### config.mk
export PLATFORM = sky130hd
export DESIGN_NAME = router_fsm
export DESIGN_NICKNAME = d
export VERILOG_FILES = /design/src/rtl/router_pkg.sv /design/src/rtl/router_fsm.sv
export SDC_FILE = /design/constraint.sdc
export NUM_CORES = 1
export LEC_CHECK = 0
export ABC_CLOCK_PERIOD_IN_PS = 2100
export BUFFER_PORTS_ARGS = -buffer_cell sky130_fd_sc_hd__buf_2
export CAP_MARGIN = 20
export CORE_AREA = 2 2 39 41
export CTS_CLUSTER_DIAMETER = 40
export CTS_CLUSTER_SIZE = 40
export DETAILED_ROUTE_END_ITERATION = 16
export DIE_AREA = 0 0 41 43
export GPL_ROUTABILITY_DRIVEN = 0
export PLACE_DENSITY = 0.74
export SYNTH_ARGS = -nofsm -noshare
export SYNTH_HDL_FRONTEND = slang
export SYNTH_SLANG_ARGS = --single-unit
### constraint.sdc
create_clock -name clk -period 2.1 [get_ports clk]
set_clock_uncertainty 0.2 [all_clocks]
set_input_delay 0.63 -clock clk [delete_from_list [all_inputs] [get_ports clk]]
set_output_delay 0.63 -clock clk [all_outputs]
set_load 0.02 [all_outputs]
### src/rtl/router_pkg.sv
// router_pkg: shared types and constants for the 1x3 router.
// Holds the FSM state encoding, the reserved address and a flag selector.
package router_pkg;

  localparam int          NUM_PORTS    = 3;
  localparam logic [1:0]  ADDR_INVALID = 2'b11;

  typedef enum logic [2:0] {
    DECODE_ADDRESS     = 3'd0,
    LOAD_FIRST_DATA    = 3'd1,
    LOAD_DATA          = 3'd2,
    LOAD_PARITY        = 3'd3,
    FIFO_FULL_STATE    = 3'd4,
    LOAD_AFTER_FULL    = 3'd5,
    WAIT_TILL_EMPTY    = 3'd6,
    CHECK_PARITY_ERROR = 3'd7
  } state_t;

  // Pick one per-port flag; the reserved address reads as 0.
  function automatic logic sel3(
    input logic [2:0] v,
    input logic [1:0] a
  );
    case (a)
      2'd0:    return v[0];
      2'd1:    return v[1];
      2'd2:    return v[2];
      default: return 1'b0;
    endcase
  endfunction

endpackage

### src/rtl/router_fsm.sv
// router_fsm: packet-reception controller for the 1x3 router.
// Sequences header/payload/parity, stalls the source on full or busy FIFO.
// Inputs : clk, resetn (sync, active low), pkt_valid, data_in[1:0],
//          parity_done, low_pkt_valid, fifo_full, fifo_empty_0/1/2,
//          soft_reset_0/1/2
// Outputs: detect_add, lfd_state, ld_state, full_state, laf_state,
//          rst_int_reg, write_enb_reg, busy (all Moore)
module router_fsm
  import router_pkg::*;
(
  input  logic       clk,
  input  logic       resetn,
  input  logic       pkt_valid,
  input  logic [1:0] data_in,
  input  logic       parity_done,
  input  logic       low_pkt_valid,
  input  logic       fifo_full,
  input  logic       fifo_empty_0,
  input  logic       fifo_empty_1,
  input  logic       fifo_empty_2,
  input  logic       soft_reset_0,
  input  logic       soft_reset_1,
  input  logic       soft_reset_2,
  output logic       detect_add,
  output logic       lfd_state,
  output logic       ld_state,
  output logic       full_state,
  output logic       laf_state,
  output logic       rst_int_reg,
  output logic       write_enb_reg,
  output logic       busy
);

  state_t     r_state;
  state_t     w_next;
  logic [1:0] r_addr_q;

  logic [2:0] w_empty;
  logic [2:0] w_soft;
  logic       w_hdr_ok;
  logic       w_hdr_empty;
  logic       w_sel_empty;
  logic       w_sel_soft;

  assign w_empty = {fifo_empty_2, fifo_empty_1, fifo_empty_0};
  assign w_soft  = {soft_reset_2, soft_reset_1, soft_reset_0};

  assign w_hdr_ok    = pkt_valid && (data_in != ADDR_INVALID);
  // In DA the header address is live; afterwards use the latched one.
  assign w_hdr_empty = sel3(w_empty, data_in);
  assign w_sel_empty = sel3(w_empty, r_addr_q);
  assign w_sel_soft  = sel3(w_soft, r_addr_q);

  always_ff @(posedge clk) begin
    if (!resetn) begin
      r_state  <= DECODE_ADDRESS;
      r_addr_q <= 2'b00;
    end else begin
      r_state <= w_next;
      if (r_state == DECODE_ADDRESS && w_hdr_ok)
        r_addr_q <= data_in;
    end
  end

  always_comb begin
    w_next = r_state;
    case (r_state)
      DECODE_ADDRESS:
        if (w_hdr_ok)
          w_next = w_hdr_empty ? LOAD_FIRST_DATA
                               : WAIT_TILL_EMPTY;
      WAIT_TILL_EMPTY:
        if (w_sel_empty) w_next = LOAD_FIRST_DATA;
      LOAD_FIRST_DATA:
        w_next = LOAD_DATA;
      LOAD_DATA:
        if (fifo_full)       w_next = FIFO_FULL_STATE;
        else if (!pkt_valid) w_next = LOAD_PARITY;
      FIFO_FULL_STATE:
        if (!fifo_full) w_next = LOAD_AFTER_FULL;
      LOAD_AFTER_FULL:
        if (parity_done)        w_next = DECODE_ADDRESS;
        else if (low_pkt_valid) w_next = LOAD_PARITY;
        else                    w_next = LOAD_DATA;
      LOAD_PARITY:
        w_next = CHECK_PARITY_ERROR;
      CHECK_PARITY_ERROR:
        w_next = fifo_full ? FIFO_FULL_STATE
                           : DECODE_ADDRESS;
      default:
        w_next = DECODE_ADDRESS;
    endcase
    // Timeout reset of the selected FIFO aborts the packet.
    if (r_state != DECODE_ADDRESS && w_sel_soft)
      w_next = DECODE_ADDRESS;
  end

  assign detect_add    = (r_state == DECODE_ADDRESS);
  assign lfd_state     = (r_state == LOAD_FIRST_DATA);
  assign ld_state      = (r_state == LOAD_DATA);
  assign full_state    = (r_state == FIFO_FULL_STATE);
  assign laf_state     = (r_state == LOAD_AFTER_FULL);
  assign rst_int_reg   = (r_state == CHECK_PARITY_ERROR);
  assign write_enb_reg = (r_state == LOAD_DATA)
                      || (r_state == LOAD_PARITY)
                      || (r_state == LOAD_AFTER_FULL);
  assign busy          = (r_state != DECODE_ADDRESS)
                      && (r_state != LOAD_DATA);

endmodule

==> metrics.md, run 1 <==
| Metric | Value |
|---|---|
| Crit Path Max Fanout | 9 |
| CTS Root Cell | clkbuf_4 |
| Post-synth cell types | 34 |
| Initial Util | 34.2% |
| Vias/cell | 5.36 |
| Synthesized area | 473 um^2 |
| Clk slew on worst S/H paths | 0.04 ns |
| Layout Utilization | 45.4% |
| Total GRT Usage | 15.5% |
| H-tree Lvls | 1 |
| Final Max Slew Viols | 0 |
| Crit share post-route | 96.9% |
| TritonCTS Buffers | 3 |
| Post-route ant nets | 0 |
| Nets | 96 |
| Largest net degree at the start of global routing | 12 |
| Die X | 41 um |
| Max Fclk | 491 MHz |
| Die outline height | roughly 43 um |
| Global-route wire length before repair | 1900 um |
| Hold Path Sink | r_addr_q[1] |
| Initial antenna violation count | 0 |
| Wirelength, routed | 1110 um |
| Reg-to-Reg Start | r_addr_q[1] |
| CTS Buffer Depth | 2 |
| Yosys warnings | 0 |
| Status | finished clean |
| Drt pass-1 iters | 4 |
| Die area | 1760 um^2 |
| Drt drc | 0 |
| Crit Path Category | reg2out |
| CTS tree | yes |
| Post-synthesis sequential area ratio | between 20% and 30% |
| Vias in the first global route | 467 |
| Unrepaired setup endpoints after global routing | no |
| Total grt overflow | 0 |
| Synthesis-stage register bit count | 5 |
| Post-Synthesis Cells | 57 |
| Final Power | 824 uW |
| Row cnt | 14 |
| WP data arrival | 1.21 ns |
| Hold Path Stages | 1 |
| Via count | 520 |
| Buffers on Ports | 21 |
| Final Instance Area | 628 um^2 |
| # clock sinks | 5 |
| Worst vdd ir | 0.000583 V |
| DR WL/cell | 11.5 um |
| P_leak | 0.279 nW |
| Setup repair bufs after CTS | 0 |
| Iter 0 DRT Violations | 7 |
| Slew HR | 79.2% |
| Share of post-route cells with drive strength above 1 | slightly below 50% |
| Clk Latency, worst-skew pair | 0.24 ns |
| Synth Net Count | 71 |
| Ant. Diodes | 0 |
| Setup violators final | 0 |
| Worst reg-to-reg setup slack | 0.48 ns |
| Fin. Hold Viols | 0 |
| Crit path capture type | output port |
| Crit path launch type | flip-flop |
| Mean post-synth cell area | 8.30 um^2 |
| Slew @ Worst Pin | roughly 0.31 ns |
| Min Tclk post-route | 2.04 ns |
| Area growth from synthesis to layout | 32.8% |
| Hold buffer count at cts | 0 |
| Worst endpoint required time | ~1.3 ns |
| Max-cap violations | 0 |
| R2R cell count | 4 |
| Hold_sp | r_addr_q[1] |
| Core ar. | 1380 um^2 |
| I/O pin cnt | 22 |
| Hold Path Class | reg2reg |
| Dpl cell area | between 500 and 600 um^2 |
| FF-to-FF End | r_state[0] |
| Detailed Place HPWL | 922 um |
| Pwr dens | approximately 1300 nW/um^2 |
==> registers in the layout (all words and copies together) (netlist names) <==
| name | count |
|---|---|
| r_addr_q | 2 |
| r_state | 3 |
==> layout make-up <==
type	count	area (um^2)
clock buffers	4	26.3
flip-flops and latches	5	104
multi-input cells	48	358
fillers	154	756
repair buffers	22	113
well taps	16	20.0
inverters	2	7.51
==> per-stage QoR <==
stage | setup TNS (ns) | setup slack, ns | hold slack [ns] | cells
6_report | 0 | 0.0647 | 0.440 | 97
3_5_place_dp | 0 | 0.206 | 0.436 | 93
2_1_floorplan | 0 | 0.243 | 0.397 | 57
3_3_place_gp | 0 | 0.232 | 0.440 | 93
4_1_cts | -0.00600 | -0.00600 | 0.444 | 97
5_1_grt | 0 | 0.0197 | 0.463 | 97
==> worst max-delay path, stage by stage, from the launching register on <==
cell and delay [ns]:
dfxtp_2 0.36, nor2b_2 0.18, mux2_2 0.27, buf_2 0.16
==> power by group <==
part	total (mW)	leakage [nW]	switching [mW]	internal [mW]
Clock	0.110	0.0150	0.0379	0.0717
Combinational	0.505	0.222	0.265	0.239
Sequential	0.209	0.0422	0.0759	0.134
Total	0.824	0.279	0.379	0.445
==> worst max-delay path by stage <==
stage / startpoint / endpoint / cells after the start
4_1_cts: r_state[1] / detect_add / 2
3_5_place_dp: r_state[0] / write_enb_reg / 3
5_1_grt: r_state[0] / write_enb_reg / 3
2_1_floorplan: r_state[2] / ld_state / 2
6_report: r_state[0] / write_enb_reg / 3
3_3_place_gp: r_state[2] / full_state / 3
==> synthesized netlist by cell type <==
master,instances,share of area (%)
a21bo_2,1,2.1
a21oi_1,3,3.2
a22o_1,1,1.9
a22oi_1,1,1.6
a311o_1,1,2.1
a32oi_1,1,1.9
and2_2,1,1.6
and2_4,1,1.9
and2b_4,1,2.1
and3_2,1,1.6
buf_2,1,1.1
buf_6,1,2.4
dfxtp_1,5,21
inv_1,2,1.6
mux2_2,2,4.8
mux2i_1,2,4.2
nand2_1,3,2.4
nand2b_1,1,1.3
nand3b_1,3,4.8
nand4b_1,1,1.9
nor2_1,4,3.2
nor2b_1,2,2.6
nor3_1,1,1.1
nor3_2,1,2.1
nor3b_1,3,4.8
o211ai_1,2,3.2
o21ai_0,3,3.2
o221a_1,1,2.4
o221a_2,2,4.8
o221ai_1,1,1.9
o22ai_1,1,1.3
o31ai_1,1,1.6
or2_2,1,1.3
or3_1,1,1.3
==> cell usage in the layout (no fill, tap or decap), types with 2 or more instances in the layout <==
cell	n
buf_2	21
nor2_1	4
nor3b_1	3
nand3b_1	3
nand2_1	3
o21ai_0	3
a21oi_1	3
clkbuf_4	3
dfxtp_2	3
mux2_2	2
inv_1	2
mux2i_1	2
o211ai_1	2
o221a_2	2
dfxtp_1	2
==> routing by layer <==
layer  GRT usage [%]  vias to the layer above  wire length [um]
met3            6.28                        0               103
met4            4.00                        0                 0
met2            22.5                       21               509
met5               0                        -                 0
met1            20.6                      227               500
li1                -                      272                 -
==> cells by family (layout without fill, tap and decap cells) <==
logic type             Yosys count  after routing  share of synthesized area, %
and+or+nand+nor                 25             25                          33.9
muxes                            4              4                          8.99
DFF                              5              5                          21.2
buffers and inverters            4             28                          5.03
AOI/OAI and AO/OA               19             19                          31.0
==> timing repair <==
action / in CTS / in global routing
gates resized for setup: 3 / 2
endpoints found under the setup margin: 4 / 4
gates cloned: 0 / 0
(Power assumes the default switching activity.)
==> run 2, diff against run 1 <==
--- a/config.mk
+++ b/config.mk
@@ -5,6 +5,7 @@
 export SDC_FILE = /design/constraint.sdc
 export NUM_CORES = 1
 export LEC_CHECK = 0
+export ABC_AREA = 1
 export ABC_CLOCK_PERIOD_IN_PS = 2100
 export BUFFER_PORTS_ARGS = -buffer_cell sky130_fd_sc_hd__buf_2
 export CAP_MARGIN = 20
@@ -14,7 +15,7 @@
 export DETAILED_ROUTE_END_ITERATION = 16
 export DIE_AREA = 0 0 41 43
 export GPL_ROUTABILITY_DRIVEN = 0
-export PLACE_DENSITY = 0.74
+export PLACE_DENSITY = 0.77
 export SYNTH_ARGS = -nofsm -noshare
 export SYNTH_HDL_FRONTEND = slang
 export SYNTH_SLANG_ARGS = --single-unit
==> run 2 against run 1 <==
Against the previous run: sequential share of layout area down 1.0 points; sequential power down 7%; cell area up 14%; utilization up 6.5 points; highest routed layer unchanged; flip-flop and latch count unchanged; power up 16%; critical endpoint unchanged; register-to-register slack better by 0.19 ns.
==> metrics.md, run 2 <==
| Metric | Value |
|---|---|
| Largest register by flop count | r_state |
| Nets | 130 |
| Share of post-route cells with drive strength above 1 | 42.6% |
| Crit path launch type | flip-flop |
| Buffers on Ports | 21 |
| Min Tclk post-route | 2.09 ns |
| Clk Latency, worst-skew pair | 0.24 ns |
| WP data arrival | 1.26 ns |
| Most frequent cells in the layout | buf_2 (20), nand2_1 (17), nor2_1 (13), nand3_1 (13), inv_1 (9) |
| Max Fclk | 477 MHz |
| Hold buffer count at cts | 0 |
| Detailed Place HPWL | 1080 um |
| Initial antenna violation count | 0 |
| Die outline height | about 43 um |
| Crit Path Max Fanout | 4 |
| EDFF count, synth | 0 |
| Max reg flops | 3 |
| Vias in the first global route | 565 |
| Slew HR | 85.4% |
| Top cells by count, synth | nand2_1 (20), nand3_1 (13), nor2_1 (13) |
| Cell taking the most area after synthesis | dfxtp_1 |
| Drt drc | 0 |
| Crit-path cells | buf_6 -> nand2_2 -> inv_2 -> or3_4 -> buf_6 |
| Drt pass-1 iters | 3 |
| Core ar. | 1380 um^2 |
| Unrepaired setup endpoints after global routing | yes |
| Synthesized area | 514 um^2 |
| Area growth from synthesis to layout | 39.7% |
| Post-synth top area share | 19.5% |
| Status | finished clean |
| Die X | 41 um |
| Largest net degree at the start of global routing | 9 |
| Yosys warnings | 0 |
| Dpl cells | around 120 |
| Crit share post-route | 99.7% |
| Mean post-synth cell area | between 5 and 6 um^2 |
| Final Power | 958 uW |
| Most common cell after layout, fill and taps aside | buf_2 |
| CTS Buffer Depth | 2 |
| Final Instance Area | 718 um^2 |
| Post-route ant nets | 0 |
| I/O pin cnt | 22 |
| CTS Root Cell | clkbuf_4 |
| Top post-synthesis cells by area | dfxtp_1 (19%), nand2_1 (15%), nand3_1 (13%), nor2_1 (9.5%), inv_1 (7.3%) |
| DR WL/cell | 9.98 um |
| Die area | 1760 um^2 |
| Ant. Diodes | 0 |
| Hold Path Class | reg2reg |
| Fin. Hold Viols | 0 |
| Post-synth cell types | 21 |
| Dpl cell area | 636 um^2 |
| Row cnt | 14 |
| Total GRT Usage | ~17% |
| Max-cap violations | 0 |
| Iter 0 DRT Violations | 8 |
| Post-synth top flop | dfxtp_1 |
| Post-Synthesis Cells | slightly below 90 |
| Initial Util | 37.2% |
| Crit Path Category | reg2out |
| Wirelength, routed | 1310 um |
| # clock sinks | 5 |
| Worst endpoint required time | ~1.3 ns |
| Global-route wire length before repair | roughly 2200 um |
| Worst vdd ir | 0.000454 V |
| Slew @ Worst Pin | 0.218 ns |
| Biggest registers after layout | r_state: 3 flops, r_addr_q: 2 flops |
| Crit path capture type | output port |
| H-tree Lvls | 1 |
| P_leak | 0.396 nW |
| Final Max Slew Viols | 0 |
| Synthesis-stage register bit count | 5 |
| Layout Utilization | 51.9% |
| TritonCTS Buffers | 3 |
| CTS tree | yes |
| Most frequent CP cell | buf_6 |
| Vias/cell | 4.76 |
| Total grt overflow | 0 |
| Slowest Stage Delay on Critical Path | 0.36 ns |
| Cell Count, Final, Fillers Out | between 100 and 150 |
| Asr flop ratio synth | 0% |
| Setup violators final | 0 |
| Clk slew on worst S/H paths | 0.05 ns |
| Most common cell in the netlist | nand2_1 |
| Critical path's slowest cell | dfxtp_4 |
| Post-synthesis sequential area ratio | roughly a fifth |
| Synth Net Count | just over 100 |
| Via count | 624 |
| Pwr dens | 1330 nW/um^2 |
==> run 2: per-stage QoR <==
stage	worst slack, ns	TNS [ns]	hold slack [ns]
2_1_floorplan	0.0315	0	0.314
3_3_place_gp	0.134	0	0.346
3_5_place_dp	0.118	0	0.343
4_1_cts	-0.00952	-0.00952	0.352
5_1_grt	-0.0410	-0.0410	0.390
6_report	0.00553	0	0.341
==> run 2: power breakdown <==
group	internal (mW)	total, mW	switching (mW)
clock network	0.0717	0.110	0.0378
logic	0.265	0.654	0.389
registers	0.142	0.194	0.0526
==> run 2: area by class of cell <==
class                   count  area, um^2
fillers                   153         666
multi-input cells          67         359
repair buffers             26         153
flip-flops and latches      5         111
inverters                  13        48.8
clock buffers               4        26.3
well taps                  16        20.0
==> run 2: worst max-delay path, delay by kind of cell, from the launching register on <==
| kind | cells | cell delay, ns |
|---|---|---|
| buffers and inverters | 3 | 0.30 |
| DFF | 1 | 0.36 |
| and+or+nand+nor | 2 | 0.38 |
==> run 2: repair_timing <==
action	CTS	global route
hold endpoints to repair	0	0
buffers inserted	0	3
setup endpoints to repair	1	1
gates resized for setup	10	4
==> run 2: cell families (layout without fill, tap and decap cells) <==
kind of cell / Yosys count / in the layout / share of synthesized area (%)
compound gates: 8 / 8 / 9.49
buf+inv: 15 / 43 / 13.1
flops: 5 / 5 / 19.5
simple gates: 59 / 59 / 57.9
==> run 2: worst paths after layout <==
check | endpoint | cells past startpoint | startpoint | slack (ns)
worst max-delay path | write_enb_reg | 5 | r_state[1] | 0.006
worst min-delay path | r_state[1] | 2 | r_state[1] | 0.34
worst max register to register | r_state[1] | 7 | r_state[1] | 0.67
worst min register to register | r_state[1] | 2 | r_state[1] | 0.34
==> run 2: per-layer routing <==
metal  global-route usage, %  share of wire (%)  vias up
met1                    19.5                 41      268
met5                       0                  0        -
met4                    2.00                  0        0
met2                    30.9                 53       21
li1                        -                  -      335
met3                    4.71                6.0        0
